### src/rtl/kitchen_timer_pkg.sv
// Shared types and constants for the kitchen timer: FSM states, BCD digit limits
// and the single-action-per-cycle input arbitration.
package kitchen_timer_pkg;

    typedef enum logic [1:0] {
        ST_IDLE  = 2'd0,
        ST_RUN   = 2'd1,
        ST_PAUSE = 2'd2,
        ST_ALARM = 2'd3
    } state_t;

    typedef enum logic [2:0] {
        ACT_NONE,
        ACT_CLEAR,
        ACT_START,
        ACT_MIN,
        ACT_SEC,
        ACT_TICK
    } action_t;

    localparam logic [3:0] SEC_TENS_MAX = 4'd5;
    localparam logic [3:0] UNITS_MAX    = 4'd9;

    // The highest-priority asserted input is the only one acted on this cycle,
    // even if the current state ignores it.
    function automatic action_t pick_action(input logic clear, input logic start,
                                            input logic min, input logic sec,
                                            input logic tick);
        if (clear)      return ACT_CLEAR;
        else if (start) return ACT_START;
        else if (min)   return ACT_MIN;
        else if (sec)   return ACT_SEC;
        else if (tick)  return ACT_TICK;
        else            return ACT_NONE;
    endfunction

endpackage

### src/rtl/bcd_mmss_counter.sv
// Four-digit MM:SS BCD register with increment, borrow-chain decrement and clear.
// Any non-BCD digit pattern is forced back to 00:00 on the next clock.
module bcd_mmss_counter
    import kitchen_timer_pkg::*;
(
    input  logic       clk,
    input  logic       reset_n,
    input  logic       clr,
    input  logic       inc_min,
    input  logic       inc_sec,
    input  logic       dec,
    output logic [3:0] bin3,
    output logic [3:0] bin2,
    output logic [3:0] bin1,
    output logic [3:0] bin0,
    output logic       zero,
    output logic       one
);

    logic [3:0] n3, n2, n1, n0;
    logic       legal;

    assign legal = (bin3 <= SEC_TENS_MAX) && (bin2 <= UNITS_MAX) &&
                   (bin1 <= SEC_TENS_MAX) && (bin0 <= UNITS_MAX);
    assign zero  = ({bin3, bin2, bin1, bin0} == 16'h0000);
    assign one   = ({bin3, bin2, bin1, bin0} == 16'h0001);

    // NOTE: every combinational output is given a default first so no path can infer a latch.
    always_comb begin
        n3 = bin3;
        n2 = bin2;
        n1 = bin1;
        n0 = bin0;
        if (clr || !legal) begin
            n3 = 4'd0;
            n2 = 4'd0;
            n1 = 4'd0;
            n0 = 4'd0;
        end else if (inc_min) begin
            if (bin2 == UNITS_MAX) begin
                n2 = 4'd0;
                n3 = (bin3 == SEC_TENS_MAX) ? 4'd0 : bin3 + 4'd1;
            end else begin
                n2 = bin2 + 4'd1;
            end
        end else if (inc_sec) begin
            if (bin0 == UNITS_MAX) begin
                n0 = 4'd0;
                n1 = (bin1 == SEC_TENS_MAX) ? 4'd0 : bin1 + 4'd1;
            end else begin
                n0 = bin0 + 4'd1;
            end
        end else if (dec && !zero) begin
            if (bin0 != 4'd0) begin
                n0 = bin0 - 4'd1;
            end else begin
                n0 = UNITS_MAX;
                if (bin1 != 4'd0) begin
                    n1 = bin1 - 4'd1;
                end else begin
                    n1 = SEC_TENS_MAX;
                    if (bin2 != 4'd0) begin
                        n2 = bin2 - 4'd1;
                    end else begin
                        n2 = UNITS_MAX;
                        n3 = bin3 - 4'd1;
                    end
                end
            end
        end
    end

    // NOTE: state registers use non-blocking assignments so every flop samples pre-edge values.
    always_ff @(posedge clk or negedge reset_n) begin
        if (!reset_n) begin
            bin3 <= 4'd0;
            bin2 <= 4'd0;
            bin1 <= 4'd0;
            bin0 <= 4'd0;
        end else begin
            bin3 <= n3;
            bin2 <= n2;
            bin1 <= n1;
            bin0 <= n0;
        end
    end

endmodule

### src/rtl/kitchen_timer_ctrl.sv
// Kitchen timer control FSM: set, start/pause, clear and alarm handling around
// the MM:SS BCD counter, with registered status and display-blink outputs.
module kitchen_timer_ctrl
    import kitchen_timer_pkg::*;
#(
    parameter int unsigned ALARM_SECS = 30,
    parameter bit          BLINK_EN   = 1'b1
) (
    input  logic       clk,
    input  logic       reset_n,
    input  logic       tick,
    input  logic       btn_min,
    input  logic       btn_sec,
    input  logic       btn_start,
    input  logic       btn_clear,
    output logic [3:0] bin3,
    output logic [3:0] bin2,
    output logic [3:0] bin1,
    output logic [3:0] bin0,
    output logic       running,
    output logic       alarm,
    output logic       done,
    output logic       blink
);

    localparam logic [7:0] ALARM_LIM = 8'(ALARM_SECS);

    state_t     state, state_nxt;
    action_t    act;
    logic [7:0] acnt, acnt_nxt;
    logic       blink_nxt;
    logic       clr, inc_min, inc_sec, dec;
    logic       is_zero, is_one;

    assign act = pick_action(btn_clear, btn_start, btn_min, btn_sec, tick);

    bcd_mmss_counter u_counter (
        .clk     (clk),
        .reset_n (reset_n),
        .clr     (clr),
        .inc_min (inc_min),
        .inc_sec (inc_sec),
        .dec     (dec),
        .bin3    (bin3),
        .bin2    (bin2),
        .bin1    (bin1),
        .bin0    (bin0),
        .zero    (is_zero),
        .one     (is_one)
    );

    always_comb begin
        state_nxt = state;
        acnt_nxt  = acnt;
        blink_nxt = blink;
        clr       = 1'b0;
        inc_min   = 1'b0;
        inc_sec   = 1'b0;
        dec       = 1'b0;
        case (state)
            ST_IDLE: begin
                blink_nxt = 1'b0;
                acnt_nxt  = 8'd0;
                case (act)
                    ACT_CLEAR: clr = 1'b1;
                    ACT_START: if (!is_zero) state_nxt = ST_RUN;
                    ACT_MIN:   inc_min = 1'b1;
                    ACT_SEC:   inc_sec = 1'b1;
                    default:   ;
                endcase
            end
            ST_RUN: begin
                blink_nxt = 1'b0;
                case (act)
                    ACT_CLEAR: begin
                        clr       = 1'b1;
                        state_nxt = ST_IDLE;
                    end
                    ACT_START: begin
                        state_nxt = ST_PAUSE;
                        blink_nxt = BLINK_EN;
                    end
                    ACT_TICK: begin
                        dec = 1'b1;
                        // 00:01 -> 00:00 lands in ALARM on the same edge as the digit update.
                        if (is_one || is_zero) begin
                            state_nxt = ST_ALARM;
                            blink_nxt = BLINK_EN;
                            acnt_nxt  = 8'd0;
                        end
                    end
                    default: ;
                endcase
            end
            ST_PAUSE: begin
                case (act)
                    ACT_CLEAR: begin
                        clr       = 1'b1;
                        state_nxt = ST_IDLE;
                        blink_nxt = 1'b0;
                    end
                    ACT_START: begin
                        state_nxt = ST_RUN;
                        blink_nxt = 1'b0;
                    end
                    ACT_TICK: blink_nxt = BLINK_EN ? ~blink : 1'b0;
                    default:  ;
                endcase
            end
            ST_ALARM: begin
                case (act)
                    ACT_NONE: ;
                    ACT_TICK: begin
                        if (acnt + 8'd1 >= ALARM_LIM) begin
                            state_nxt = ST_IDLE;
                            acnt_nxt  = 8'd0;
                            blink_nxt = 1'b0;
                        end else begin
                            acnt_nxt  = acnt + 8'd1;
                            blink_nxt = BLINK_EN ? ~blink : 1'b0;
                        end
                    end
                    default: begin
                        clr       = 1'b1;
                        state_nxt = ST_IDLE;
                        acnt_nxt  = 8'd0;
                        blink_nxt = 1'b0;
                    end
                endcase
            end
            default: begin
                clr       = 1'b1;
                state_nxt = ST_IDLE;
                acnt_nxt  = 8'd0;
                blink_nxt = 1'b0;
            end
        endcase
    end

    always_ff @(posedge clk or negedge reset_n) begin
        if (!reset_n) begin
            state   <= ST_IDLE;
            acnt    <= 8'd0;
            blink   <= 1'b0;
            running <= 1'b0;
            alarm   <= 1'b0;
            done    <= 1'b0;
        end else begin
            state   <= state_nxt;
            acnt    <= acnt_nxt;
            blink   <= blink_nxt;
            running <= (state_nxt == ST_RUN);
            alarm   <= (state_nxt == ST_ALARM);
            done    <= (state_nxt == ST_ALARM) && (state != ST_ALARM);
        end
    end

endmodule
### config.mk
export PLATFORM = sky130hd
export DESIGN_NAME = kitchen_timer_ctrl
export DESIGN_NICKNAME = d
export VERILOG_FILES = /design/src/rtl/kitchen_timer_pkg.sv /design/src/rtl/bcd_mmss_counter.sv /design/src/rtl/kitchen_timer_ctrl.sv
export SDC_FILE = /design/constraint.sdc
export NUM_CORES = 1
export LEC_CHECK = 0
export ABC_AREA = 0
export BUFFER_PORTS_ARGS = -buffer_cell sky130_fd_sc_hd__clkbuf_2
export CORE_MARGIN = 2
export CORE_UTILIZATION = 55
export CTS_BUF_LIST = sky130_fd_sc_hd__clkbuf_2 sky130_fd_sc_hd__clkbuf_4 sky130_fd_sc_hd__clkbuf_8
export DETAILED_ROUTE_END_ITERATION = 10
export GPL_TIMING_DRIVEN = 0
export PLACE_DENSITY = 0.76
export SYNTH_ARGS = -nofsm -noshare
export SYNTH_HDL_FRONTEND = slang
export SYNTH_SLANG_ARGS = --single-unit
### constraint.sdc
create_clock -name clk -period 2.5 [get_ports clk]
set_input_delay 0.375 -clock clk [delete_from_list [all_inputs] [get_ports clk]]
set_output_delay 0.375 -clock clk [all_outputs]
set_load 0.01 [all_outputs]
==> results of run 1 <==
## metrics by stage
stage	TNS, ps	area, µm²
floorplan	0	2316
global route	-1.852	2679
CTS	0	2654
finish	0	2679
global placement	-1119	2499
detailed placement	-1544	2499
## cells by family (layout without fill, tap and decap cells)
kind of cell    Yosys count  after routing  share of synthesized area
flops                    30             30                     0.3241
compound gates           65             65                     0.1972
buf+inv                  29             61                    0.05132
other cells               1              1                   0.001619
xor+xnor                  6              6                    0.02269
simple gates            143            143                     0.3377
mux                       6              6                    0.02755
fa+ha+maj                 7              7                    0.03782
## layer usage
metal | up-vias | global-route usage | share of wire | wire length, µm
met5 | - | 0 | 0 | 0
met4 | 0 | 0.1103 | 0.021 | 123
met3 | 11 | 0.05682 | 0.069 | 412
met2 | 91 | 0.4303 | 0.48 | 2848
met1 | 1139 | 0.3678 | 0.43 | 2581
li1 | 1129 | - | - | -
## state kept, by name, indices dropped and copies added, names as in the netlist
name,flops
u_counter.bin2,4
done,1
acnt,8
state,2
u_counter.bin1,4
blink,1
running,1
u_counter.bin0,4
alarm,1
u_counter.bin3,4
## timing repair
action	CTS	global route
endpoints found under the hold margin	0	0
buffers inserted	0	0
pin swaps	0	1
endpoints found under the setup margin	12	7
gates resized for setup	2	7
## power by group
part           total, mW  switching (mW)  internal [mW]
clock              0.629           0.204          0.425
sequential         0.497         0.00648          0.491
combinational      0.115          0.0758         0.0395
## layout by cell type, fill, tap and decap left out, drive strengths merged, types with 5 or more instances in the layout
cell / Yosys / final
xor2: 5 / 5
nor3: 12 / 12
and2: 9 / 9
o21ai: 14 / 14
inv: 8 / 8
clkbuf: 17 / 47
nand4: 6 / 6
a21oi: 9 / 9
nor2: 24 / 24
o211ai: 6 / 6
nand2b: 6 / 6
ha: 7 / 7
a31oi: 5 / 5
nand2: 27 / 27
or3: 5 / 5
or2: 5 / 5
nor4: 11 / 11
nand3: 11 / 11
nor2b: 6 / 6
dfrtp: 30 / 30
## worst min-delay path by stage
| stage | endpoint | slack (ps) | cells after the start |
|---|---|---|---|
| floorplan | acnt[0] | 80 | 0 |
| global placement | u_counter.bin0[0] | 480 | 1 |
| detailed placement | u_counter.bin0[0] | 490 | 1 |
| CTS | u_counter.bin2[3] | 180 | 1 |
| global route | done | 220 | 1 |
| finish | u_counter.bin2[0] | 150 | 1 |
## worst max-delay path: stages
cell      delay (ps)
clkbuf_2         140
or3b_1           410
buf_2            170
or4_4            520
or4b_4           540
a211oi_1         330
a211oi_2          90
## cell type report
class                      instances  area, µm²  area share
tap                               50      62.56     0.02335
inverter                           8      30.03     0.01121
timing repair buffer              24      120.1     0.04484
clock buffer                       6      82.58     0.03083
sequential                        30      750.7      0.2802
multi-input combinational        228       1481      0.5530
clock inverter                     2      60.06     0.02242
buffer                            21      91.34     0.03410
==> reports/metrics.cfg, run 1 <==
[floorplan]
die_h_um = 68.89
rows = 23
fp.dieW_um = 68.89
die-area_mm2 = 0.004746
start_util = 0.5748
coreArea_mm2 = 0.004029
ios = 27

[layout]
antenna_cells = 0
syn_to_final_growth_pct = 15.67
finalNetCount = 332
final_cells = 369
fillers = 337
drive_gt1_frac = 0.1630
final_util = 0.6649

[grt]
grt_pass1_wl_um = 9646
first_global_vias = 2041
antenna_found_initial = 0
grt_use_total = 0.2740
grt_start_max_net_pins = 31
grt-ovfl-total = 0

[sta]
finalWorstSetupSlack_ps = 72.10
fin_crit_sh = 0.9712
finalClockSkew_ps = 7.521
tightestPinTransition_ps = 771.9
slew_headroom = 0.4854
max_freq_mhz = 411.9
setup_viol = 0
slew_viol_final = 0
min_period_ps = 2428
hold_viol = 0
whs_ps = 148.4

[hold_path]
hold_class = in2async

[job]
cap_viol_max_count = 0

[yosys]
yosys_warnings = 0
ys_ff_latch = 30
synth_top_area_cell = dfrtp_1
synthCells = 287
synth-seq-area-share = 0.3241
synthArstFlopShare = 1.000
synth.area.top_cells = dfrtp_1 (32%), nand2_1 (4.4%), nor2_1 (3.9%)
yosysMostFrequentCell = dfrtp_1
synth_ff_type = dfrtp_1
synth.distinct_cells = 55
synth_top_cells_by_count = dfrtp_1 (30), nand2_1 (27), nor2_1 (24)
avgSynthCellArea_um2 = 8.070
yosysTopAreaCellShare = 0.3241
synth_edf_count = 0
syn-cell-area_mm2 = 0.002316
syn_nets = 301

[clocking]
h-tree-depth = 2
clk_pin_slew_ps = 70
cts_hold_buf = 0
cts_tree = done
clock_path_buffers = 2
clk-insertion-delay-late_ps = 290
numCtsBuffers = 5
root_buffer = clkbuf_8
cts.sinks = 30

[place]
dp_slack_ps = -416.6
gp_congestion = 0.8618
dp_cells = 361
place_hpwl_um = 4190
io_buffers = 24

[power]
power.total_mw = 1.241
pwr_density_cell_mw_per_mm2 = 463.4
p_leak_nw = 1.148
ir_drop_mv = 0.3121

[drt]
wirelength_um = 5965
first_iter_violations = 340
via_per_inst = 6.423
final_antenna_net_count = 0
wl_per_cell_um = 16.17
drtPass1Iterations = 5
num_vias = 2370
drc_errors = 0

[critical_path]
crit_required_ps = 2650
r2r_start = u_counter.bin3[0]
end_kind = flip-flop
crit_path_end = u_counter.bin3[1]
cp.arrival_ps = 2580
start_kind = primary input
r2r_cells = 7
crit_path_max_fanout = 7
rrSetupSlack_ps = 120
crit_type = in2reg
timing.rr.end = u_counter.bin3[1]
critical_path.startpoint = btn_sec

[status]
status = finished clean

(Power assumes the default switching activity.)
==> inputs of run 2 (changes only) <==
Settings changed: CORE_UTILIZATION 55 to 61, PLACE_DENSITY 0.76 to 0.92.
==> reports/metrics.cfg, run 2 (synthesis gave the netlist of run 1 again) <==
[clocking]
cts.sinks = 30
cts_tree = done
clock_path_buffers = 2
root_buffer = clkbuf_8
clk_pin_slew_ps = 70
clk-insertion-delay-late_ps = 290
h-tree-depth = 2
numCtsBuffers = 5
post-cts-setup-buffers = 0
cts_hold_buf = 0

[power]
p_switching_mw = 0.2755
p_leak_nw = 1.120
pwr-share-comb = 0.108
clockPowerShare = 0.408
ir_drop_mv = 0.2515
switching_share = 0.2686
pwr_density_cell_mw_per_mm2 = 390.3
power.internal_mw = 0.7501
seqPwrFrac = 0.484

[drt]
num_vias = 2316
wl_per_cell_um = 15.59
final_antenna_net_count = 0
drtPass1Iterations = 4
wirelength_um = 5722
via_per_inst = 6.311
first_iter_violations = 157
drc_errors = 0

[place]
place_hpwl_um = 4114
io_buffers = 24
dp_slack_ps = -365.1
dp_cells = 359
gp_congestion = 0.9183

[floorplan]
die_h_um = 65.62
die-area_mm2 = 0.004305
coreArea_mm2 = 0.003661
rows = 22
fp.dieW_um = 65.62
ios = 27
start_util = 0.6326

[grt]
first_global_vias = 2124
grt_pass1_wl_um = 9535
grt_start_max_net_pins = 31
grt_use_total = 0.2884
grt-ovfl-total = 0
antenna_found_initial = 0

[layout]
final_cell_mix = dfrtp_1 (29), nand2_1 (27), clkbuf_2 (25)
drive_gt1_frac = 0.1661
layout_commonest_cell = dfrtp_1
syn_to_final_growth_pct = 13.45
antenna_cells = 0
largest_reg_flops = 8
top_register = acnt
finalNetCount = 332
final_cells = 367

[sta]
setup_viol = 0
slew_headroom = 0.5062
fin_crit_sh = 0.9436
hold_viol = 0
finalClockSkew_ps = 3.297
min_period_ps = 2359
finalWorstSetupSlack_ps = 141.0
rsz0062_at_grt = false
tightestPinTransition_ps = 740.7
max_freq_mhz = 423.9
slew_viol_final = 0

[job]
cap_viol_max_count = 0

[critical_path]
end_kind = flip-flop
start_kind = primary input
crit_path_max_fanout = 7
crit_required_ps = 2700
cp.arrival_ps = 2560
crit_type = in2reg

[status]
status = finished clean

[hold_path]
hold_class = in2async

-- run 2: cell types whose count changed in the layout (fill, tap and decap cells not counted) --
cell,before,now
bufinv_16,2,0
clkbuf_1,15,16
clkbuf_2,26,25
clkinv_2,0,1
clkinvlp_4,0,1
dfrtp_1,30,29
dfrtp_2,0,1
nor4_2,0,1
nor4_4,2,1
o32ai_1,4,3
o32ai_2,0,1
-- run 2: worst paths after layout --
path | slack (ps) | startpoint | cells after the start | end
max | 140 | btn_sec | 7 | u_counter.bin3[1]
min | 130 | reset_n | 1 | u_counter.bin2[0]
max reg2reg | 180 | u_counter.bin3[1] | 7 | u_counter.bin3[1]
min reg2reg | 550 | acnt[6] | 1 | acnt[6]
max in group asynchronous | 1850 | reset_n | 1 | u_counter.bin3[0]
min in group clk | 440 | tick | 3 | done
-- run 2: per-stage QoR --
stage / instance area [µm²] / utilization / power [mW] / hold slack, ps / TNS, ps
after floorplan: 2316 / - / 0.5739 / 79.41 / 0
after global placement: 2496 / 0.6818 / 0.6085 / 463.8 / -869.3
after detailed placement: 2496 / 0.6818 / 0.6110 / 473.0 / -1162
after CTS: 2613 / 0.7136 / 1.025 / 165.6 / 0
after global routing: 2628 / 0.7177 / 1.057 / 218.9 / 0
final: 2628 / 0.7177 / 1.026 / 134.7 / 0
-- run 2: critical path: stages --
cell and delay (ps):
clkbuf_2 140, or3b_1 380, buf_2 160, or4_4 520
or4b_4 540, a21o_1 220, a211oi_2 230
-- run 2: repair_timing --
item                                    in CTS  in global routing
gates resized for setup                      3                  5
hold endpoints to repair                     0                  0
endpoints found under the setup margin      13                  3
pin swaps                                    0                  1
-- run 2: power by group through the flow --
stage / Sequential (mW) / Combinational, mW / Clock (mW)
after floorplan: 0.505 / 0.0688 / 0
after global placement: 0.504 / 0.105 / 0
after detailed placement: 0.504 / 0.107 / 0
after CTS: 0.496 / 0.109 / 0.420
after global routing: 0.497 / 0.123 / 0.437
final: 0.496 / 0.111 / 0.418
-- run 2: final cells by class --
class,instances,area (µm²)
multi-input combinational,228,1480
fill,297,1033
sequential,30,752.0
timing repair buffer,24,120.1
buffer,21,90.09
clock buffer,6,82.58
tap,48,60.06
inverter,8,30.03
clock inverter,2,12.51
-- run 2: per-layer routing --
metal,up-vias,track usage,share of wire
met5,-,0,0
met1,1078,0.3760,0.44
met2,94,0.4694,0.48
met3,11,0.04795,0.065
met4,0,0.1302,0.019
li1,1133,-,-
